===== src/rtl/rptr_empty_lvl.sv =====
// ----------------------------------------------------------------------------
// rptr_empty_lvl
//
// Read-side pointer and flag generator for an asynchronous FIFO. It lives in
// the read clock domain. It keeps a binary read counter and its Gray image.
// It compares the Gray image against the write pointer, which has already
// been synchronised into this domain. From that it produces registered
// empty, almost-empty, fill-level and sticky-underflow indications.
//
// Parameters
//   ADDR    memory address width, FIFO depth = 2**ADDR
//   AE_RST  value loaded into ralmost_empty by reset
//
// Ports
//   rclk           read-domain clock, all state on the rising edge
//   rrst           synchronous active-high reset
//   rinc           read request, honoured only while rempty is low
//   rq2_wptr       Gray write pointer, already synchronised into rclk
//   rae_thresh     almost-empty threshold (quasi-static)
//   ruf_clr        clears the sticky underflow flag
//   raddr          binary memory read address
//   rptr           Gray read pointer, sent to the write-domain synchroniser
//   rempty         FIFO empty (registered)
//   ralmost_empty  rlevel <= rae_thresh (registered)
//   rlevel         words available, 0 .. 2**ADDR (registered)
//   runderflow     sticky: a read was attempted while empty
// ----------------------------------------------------------------------------
module rptr_empty_lvl #(
    parameter int ADDR   = 4,
    parameter bit AE_RST = 1'b1
) (
    input  logic            rclk,
    input  logic            rrst,
    input  logic            rinc,
    input  logic [ADDR:0]   rq2_wptr,
    input  logic [ADDR:0]   rae_thresh,
    input  logic            ruf_clr,
    output logic [ADDR-1:0] raddr,
    output logic [ADDR:0]   rptr,
    output logic            rempty,
    output logic            ralmost_empty,
    output logic [ADDR:0]   rlevel,
    output logic            runderflow
);

    // Gray to binary conversion: bit i is the XOR of all Gray bits from the
    // MSB down to i.
    function automatic logic [ADDR:0] gray2bin(input logic [ADDR:0] g);
        logic [ADDR:0] b;
        b[ADDR] = g[ADDR];
        for (int i = ADDR - 1; i >= 0; i--) begin
            b[i] = b[i+1] ^ g[i];
        end
        return b;
    endfunction

    logic [ADDR:0] rbin;
    logic [ADDR:0] rbinnext;
    logic [ADDR:0] rgraynext;
    logic [ADDR:0] rq2_wbin;
    logic [ADDR:0] level_next;
    logic          rd_take;

    // A read is accepted only when the FIFO is not empty. A read while empty
    // leaves the pointer where it is. It is counted as an underflow instead.
    assign rd_take    = rinc & ~rempty;
    assign rbinnext   = rbin + {{ADDR{1'b0}}, rd_take};
    assign rgraynext  = (rbinnext >> 1) ^ rbinnext;
    assign rq2_wbin   = gray2bin(rq2_wptr);
    // The subtraction wraps modulo 2**(ADDR+1). The extra MSB lets a full FIFO
    // (2**ADDR words) be told apart from an empty one.
    assign level_next = rq2_wbin - rbinnext;

    // The address comes straight from the counter register. This keeps the
    // memory read free of any added combinational delay.
    assign raddr = rbin[ADDR-1:0];

    always_ff @(posedge rclk) begin
        // NOTE: sequential state uses non-blocking assignments. All registers
        // then sample the pre-edge values, whatever the statement order.
        if (rrst) begin
            rbin          <= '0;
            rptr          <= '0;
            rempty        <= 1'b1;
            ralmost_empty <= AE_RST;
            rlevel        <= '0;
            runderflow    <= 1'b0;
        end else begin
            rbin          <= rbinnext;
            rptr          <= rgraynext;
            // Empty is a Gray-to-Gray compare. It is deliberately kept
            // independent of the converted level.
            rempty        <= (rgraynext == rq2_wptr);
            ralmost_empty <= (level_next <= rae_thresh);
            rlevel        <= level_next;
            // Set has priority over clear, so an underflow seen in the same
            // cycle as the clear is not lost.
            if (rinc && rempty) begin
                runderflow <= 1'b1;
            end else if (ruf_clr) begin
                runderflow <= 1'b0;
            end
        end
    end

endmodule


===== config.mk =====
export PLATFORM = sky130hd
export DESIGN_NAME = rptr_empty_lvl
export DESIGN_NICKNAME = d
export VERILOG_FILES = /design/src/rtl/rptr_empty_lvl.sv
export SDC_FILE = /design/constraint.sdc
export NUM_CORES = 1
export LEC_CHECK = 0
export CAP_MARGIN = 25
export CELL_PAD_IN_SITES_DETAIL_PLACEMENT = 1
export CELL_PAD_IN_SITES_GLOBAL_PLACEMENT = 1
export CORE_ASPECT_RATIO = 1.5
export CORE_MARGIN = 10
export CORE_UTILIZATION = 36
export CTS_CLUSTER_SIZE = 24
export DETAILED_ROUTE_END_ITERATION = 6
export MAX_ROUTING_LAYER = met4
export PLACE_DENSITY_LB_ADDON = 0.2
export SYNTH_ARGS = -nofsm -noshare
export SYNTH_HDL_FRONTEND = slang
export SYNTH_SLANG_ARGS = --single-unit

===== constraint.sdc =====
create_clock -name rclk -period 8.75 [get_ports rclk]
set_clock_uncertainty 0.15 [all_clocks]
set_input_delay 1.75 -clock rclk [delete_from_list [all_inputs] [get_ports rclk]]
set_output_delay 1.75 -clock rclk [all_outputs]
set_load 0.1 [all_outputs]

==> metrics.txt, run 1 <==
DRC=0; Crit Path Category=input port to flip-flop; final setup vio count=0; placed cells=167; sequential share of the synthesized area=between 30% and 40%; fin nets=between 150 and 200; max cap viols=0; Clock Power Share=20.9%; GR Util All Layers=roughly a tenth; number of global-route vias before repair=around 920; Commonest cells post-synth=dfxtp_1 (17), ha_1 (11), inv_1 (10), nor2_1 (10), xnor2_1 (10); RSZ-0062 raised after global routing=no; VDD IR max=between 150 and 200 uV; Layout area overhead=40.1%; CTS tree=built; most frequent cell on the critical path=xor2_1; fmax=200 MHz; Core Area=between 0.002 and 0.003 mm^2; Placer Congestion=0.696; Root Buffer=clkbuf_8; Synth Instances=about 100; setup TNS=0 ns; Syn Area/Cell=approximately 9.6 um^2; clock sink count=17; Hold Buf Count CTS=0; Seq cells post-synth=17; final hold slack=around 0.32 ns; number of synthesized flops with an enable pin=0; min cycle time layout=roughly 5 ns; Worst-Skew Late Latency=0.25 ns; # resized after CTS=0; H-tree depth=1; Startpoint Class=input port; status=completed; n_diodes=0; top cells by area, synth=dfxtp_1 (35%), ha_1 (14%), xnor2_1 (9.1%); worst slew pin tran=0.999 ns; critical path peak fanout=3; via count=between 800 and 900; max incr delay on CP=0.52 ns; TritonCTS Buffers=3; layout cell share with drive strength beyond 1=under 10%; Final Hold Fails=0; first-pass GRT wire length=approximately 4200 um; clk slew on worst S/H paths=approximately 0.070 ns; GR Overflow Total=0; WL/cell=around 14 um; final slew viol count=0; Initial Util=between 30% and 40%; WP buf/inv=2; switching power=roughly 120 uW; num ports=31; Hold Path Class=flip-flop to flip-flop; leakage=approximately 0.58 nW; Slew Limit Headroom=roughly a third; top_reg_cell synth=dfxtp_1; Longest Clk Path Bufs=2; Final Cycle Share=57.3%; vias per cell=between 4 and 5; asr flop ratio synth=0%; Comb pwr share=roughly 48%; Iteration-0 DRC Markers=8; die outline width=between 60 and 70 um; largest net degree at the start of global routing=18; WL final=approximately 2400 um; height of the die=83.5 um; CP Cell Sequence=clkdlybuf4s50_1 > xor2_1 > xnor2_1 > xor2_1 > xor2_1 > ha_1 > fa_1 > inv_1 > a21o_1 > a21oi_1 > xnor2_1 > ha_1 > and3_1 > a31oi_1 > o21ai_0; post-DP HPWL=between 2000 and 2500 um; Crit-path slowest cell=clkdlybuf4s50_1; Int Pwr=about 160 uW; Yosys cell types=27; PortBufs=30; die footprint=approximately 0.0052 mm^2; Cell Pwr Density=205 mW/mm^2; Worst Path Required=8.73 ns; fin util=between 50% and 60%; count leader, synth=dfxtp_1; ANT nets after route=0; post-synth net total=127; Synth top area share=35.2%; total power=between 200 and 300 uW; Detailed Routing Iterations Pass 1=2; Worst Path Arrival=5.00 ns; switch share=a little over two fifths; setup repair bufs after CTS=0; initial antenna violation count=0; Mapped Area=~970 um^2; delay-heaviest family, CP=XOR/XNOR gates; fin cells=171; Yosys top cell by area=dfxtp_1; Layout fillers=~300; Worst setup EP type=flip-flop; yosys warns=0; row cnt=23; Flop pwr share=approximately a third
worst min-delay path: cells and delay by family (launching register included):
| family | cells | cell delay [ns] |
|---|---|---|
| DFF | 1 | 0.31 |
| AOI/OAI and AO/OA | 1 | 0.05 |
| and+or+nand+nor | 1 | 0.07 |
cell type report:
type	count	area (um^2)	share of cell area (%)
clock buffer	4	45.0	3.32
multi-input combinational	73	586	43.2
inverter	10	37.5	2.77
timing repair buffer	30	300	22.2
sequential	17	340	25.1
tap	37	46.3	3.42
worst paths after layout:
| check | depth (start not counted) | end | startpoint | slack, ns |
|---|---|---|---|---|
| worst max-delay path | 15 | ralmost_empty | rq2_wptr[3] | 3.74 |
| worst min-delay path | 2 | runderflow | runderflow | 0.32 |
| worst max register to register | 13 | ralmost_empty | rempty | 5.54 |
| worst min register to register | 2 | runderflow | runderflow | 0.32 |
cells by family (layout without fill, tap and decap cells):
group / after synthesis / in the layout / synth area share, %
AO/OA/AOI/OAI: 12 / 12 / 8.41
buffers and inverters: 11 / 44 / 4.27
multiplexers: 1 / 1 / 1.03
AND/OR/NAND/NOR: 28 / 28 / 15.9
XOR/XNOR: 20 / 20 / 18.9
flip-flops: 17 / 17 / 35.2
adder cells (fa/ha/maj): 12 / 12 / 16.3
registers in the layout, indices dropped and copies added (netlist names):
signal	cells
ralmost_empty	1
rbin	4
rptr	5
rlevel	5
runderflow	1
rempty	1
metal layers:
layer	wire length (um)	vias to the layer above	part of all wire [%]	global-route usage, %
li1	-	394	-	-
met1	808	393	34	8.37
met2	1440	17	60	20.3
met3	107	5	4.5	2.55
met4	37	0	1.5	3.67
met5	0	-	0	-
metrics by stage:
stage	area (um^2)	setup WS, ns
after floorplan	967	4.29
after global placement	1310	3.51
after detailed placement	1310	3.47
after CTS	1360	3.71
after global routing	1360	3.51
final	1360	3.74
cells in the final DEF, fill, tap and decap left out, types with 2 or more instances in the layout:
master	instances
clkbuf_8	3
xor2_1	9
nor2b_1	6
nor2_1	10
ha_1	11
inv_1	10
nand2b_1	2
a21o_1	2
dfxtp_1	17
a21oi_1	3
xnor2_1	10
o21a_1	3
clkdlybuf4s50_1	30
nand2_1	3
power groups by stage:
stage                     combinational (mW)  clock, mW  sequential (mW)
final                                  0.132     0.0582           0.0878
after global routing                   0.143     0.0641           0.0888
after CTS                              0.135     0.0600           0.0880
after detailed placement               0.134          0           0.0898
after global placement                 0.131          0           0.0893
after floorplan                       0.0444          0            0.144
(Power assumes the default switching activity.)
==> inputs of run 2 (changes only) <==
--- a/config.mk
+++ b/config.mk
@@ -10,7 +10,7 @@
 export CELL_PAD_IN_SITES_GLOBAL_PLACEMENT = 1
 export CORE_ASPECT_RATIO = 1.5
 export CORE_MARGIN = 10
-export CORE_UTILIZATION = 36
+export CORE_UTILIZATION = 30
 export CTS_CLUSTER_SIZE = 24
 export DETAILED_ROUTE_END_ITERATION = 6
 export MAX_ROUTING_LAYER = met4
==> constraint.sdc (replaced) <==
create_clock -name rclk -period 4.32 [get_ports rclk]
set_clock_uncertainty 0.15 [all_clocks]
set_input_delay 0.864 -clock rclk [delete_from_list [all_inputs] [get_ports rclk]]
set_output_delay 0.864 -clock rclk [all_outputs]
set_load 0.1 [all_outputs]
==> metrics.txt, run 2 (same netlist as run 1, synthesis figures left out) <==
Cell Pwr Density=414 mW/mm^2 (was 205 mW/mm^2); setup TNS=0 ns (unchanged); initial antenna violation count=0 (unchanged); CP Cell Sequence=clkdlybuf4s50_1 > xor2_1 > xnor2_1 > xor2_1 > xor2_1 > ha_1 > fa_1 > inv_1 > ha_1 > nor2b_1 > o21a_1 > o21a_1 > o21a_1 > o21ai_0 (was clkdlybuf4s50_1 > xor2_1 > xnor2_1 > xor2_1 > xor2_1 > ha_1 > fa_1 > inv_1 > a21o_1 > a21oi_1 > xnor2_1 > ha_1 > and3_1 > a31oi_1 > o21ai_0); vias per cell=4.54 (was 4.73); n_diodes=0 (unchanged); final setup vio count=0 (unchanged); min cycle time layout=slightly above 4 ns; max incr delay on CP=0.53 ns (was 0.52 ns); Slew Limit Headroom=33.4% (was 33.2%); layout cell share with drive strength beyond 1=6.57% (was 4.48%); reg2reg start=rempty (unchanged); Worst-Skew Late Latency=0.25 ns (about the same); height of the die=89.5 um (was 83.5 um); Final Hold Fails=0 (unchanged); reg2reg end=ralmost_empty (unchanged); final instance area=0.00138 mm^2 (was 0.00136 mm^2); Worst setup EP type=flip-flop (unchanged); Longest Clk Path Bufs=2 (unchanged); switching power=241 uW (was 117 uW); post-DP HPWL=2170 um (was 2070 um); PortBufs=30 (unchanged); Reg2Reg Depth=12 (was 13); Final Cycle Share=between 90 and 100%; Clock Power Share=20.4% (was 20.9%); status=completed (unchanged); Int Pwr=331 uW (was 161 uW); fmax=approximately 250 MHz; TritonCTS Buffers=3 (unchanged); ANT nets after route=0 (unchanged); die outline width=66.4 um (was 62.3 um); worst slew pin tran=0.997 ns (was 0.999 ns); Comb pwr share=48.6% (was 47.6%); Startpoint Class=input port (unchanged); Iteration-0 DRC Markers=29 (was 8); Worst Path Arrival=4.09 ns (was 5.00 ns); number of global-route vias before repair=941 (was 919); leakage=0.595 nW (was 0.582 nW); max cap viols=0 (unchanged); Root Buffer=clkbuf_8 (unchanged); most common cell after layout, fill and taps aside=clkdlybuf4s50_1 (unchanged); critical path peak fanout=2 (was 3); setup repair bufs after CTS=0 (unchanged); Regs by FF count=rlevel (5), rptr (5), rbin (4) (unchanged); clock sink count=17 (unchanged); Detailed Routing Iterations Pass 1=3 (was 2); CTS tree=built (unchanged); fin nets=164 (was 161); switch share=42.1% (was 42.0%); die footprint=0.00594 mm^2 (was 0.00520 mm^2); num ports=31 (unchanged); Hold Path Class=flip-flop to flip-flop (unchanged); via count=803 (was 809); Placed Area=0.00134 mm^2 (was 0.00131 mm^2); Crit Path Category=input port to flip-flop (unchanged); Crit-path slowest cell=clkdlybuf4s50_1 (unchanged); largest net degree at the start of global routing=18 (unchanged); reg2reg setup slack=1.28 ns (was 5.54 ns); Layout area overhead=42.8% (was 40.1%); Placer Congestion=0.747 (was 0.696); row cnt=25 (was 23); # resized after CTS=0 (unchanged); WL/cell=14.2 um (was 14.0 um); Hold Buf Count CTS=0 (unchanged); GR Overflow Total=0 (unchanged); WHS Path Cells=2 (unchanged); hold path start=runderflow (unchanged); most frequent cells in the layout=clkdlybuf4s50_1 (30), dfxtp_1 (17), ha_1 (11) (unchanged); GR Util All Layers=9.64% (was 10.1%); DRC=0 (unchanged); first-pass GRT wire length=4280 um (was 4170 um); RSZ-0062 raised after global routing=no (unchanged); Worst Path Required=4.34 ns (was 8.73 ns); WL final=2510 um (was 2390 um); Flop pwr share=31.0% (was 31.5%); H-tree depth=1 (unchanged); Hold Path End=runderflow (unchanged); Core Area=0.00313 mm^2 (was 0.00262 mm^2); clk slew on worst S/H paths=0.06 ns (was 0.07 ns); final slew viol count=0 (unchanged); Initial Util=30.9% (was 36.9%); VDD IR max=209 uV (was 153 uV)
## run 2: cell types whose count changed in the layout (fill, tap and decap cells not counted)
cell	previous run	this run
buf_4	0	3
## run 2: per-layer routing
metal	global-route usage [%]	wire length [um]	vias up
met5	-	0	-
met4	6.31	70	0
met3	1.38	88	4
met2	19.5	1510	18
met1	7.53	842	382
li1	-	-	399
## run 2: worst max-delay path by stage
stage	start	endpoint	slack, ns	cells past startpoint
finish	rq2_wptr[4]	ralmost_empty	0.25	14
global route	rq2_wptr[4]	ralmost_empty	0.05	15
CTS	rq2_wptr[4]	ralmost_empty	0.21	14
detailed placement	rq2_wptr[4]	ralmost_empty	0.0005	14
global placement	rq2_wptr[4]	ralmost_empty	0.13	14
floorplan	rempty	ralmost_empty	0.69	12
## run 2: critical path: cells and delay by family
kind            cells  cell delay, ns
compound gates      4            0.66
buf+inv             2            0.58
fa+ha+maj           3            1.05
simple gates        1            0.15
xor+xnor            4            0.78
## run 2: layout make-up
cell class	instances	area [um^2]
clock buffers	4	45.0
flip-flops and latches	17	340
fillers	367	1750
repair buffers	33	323
multi-input cells	73	586
inverters	10	37.5
well taps	40	50.0
## run 2: metrics by stage
| step | worst slack [ns] | hold WS [ns] | std cells | utilization [%] | power [mW] |
|---|---|---|---|---|---|
| floorplan | 0.687 | 0.737 | 101 | - | 0.382 |
| global placement | 0.127 | 0.307 | 173 | 42.7 | 0.454 |
| detailed placement | 0.000524 | 0.334 | 173 | 42.7 | 0.462 |
| CTS | 0.210 | 0.343 | 177 | 44.2 | 0.582 |
| global route | 0.0524 | 0.369 | 177 | 44.2 | 0.606 |
| finish | 0.247 | 0.332 | 177 | 44.2 | 0.572 |
## run 2: power by group through the flow
stage	Combinational (mW)	Clock, mW	Sequential [mW]
final	0.278	0.117	0.178
after global placement	0.274	0	0.181
after CTS	0.283	0.121	0.178
after floorplan	0.0899	0	0.292
after global routing	0.296	0.129	0.180
after detailed placement	0.281	0	0.181
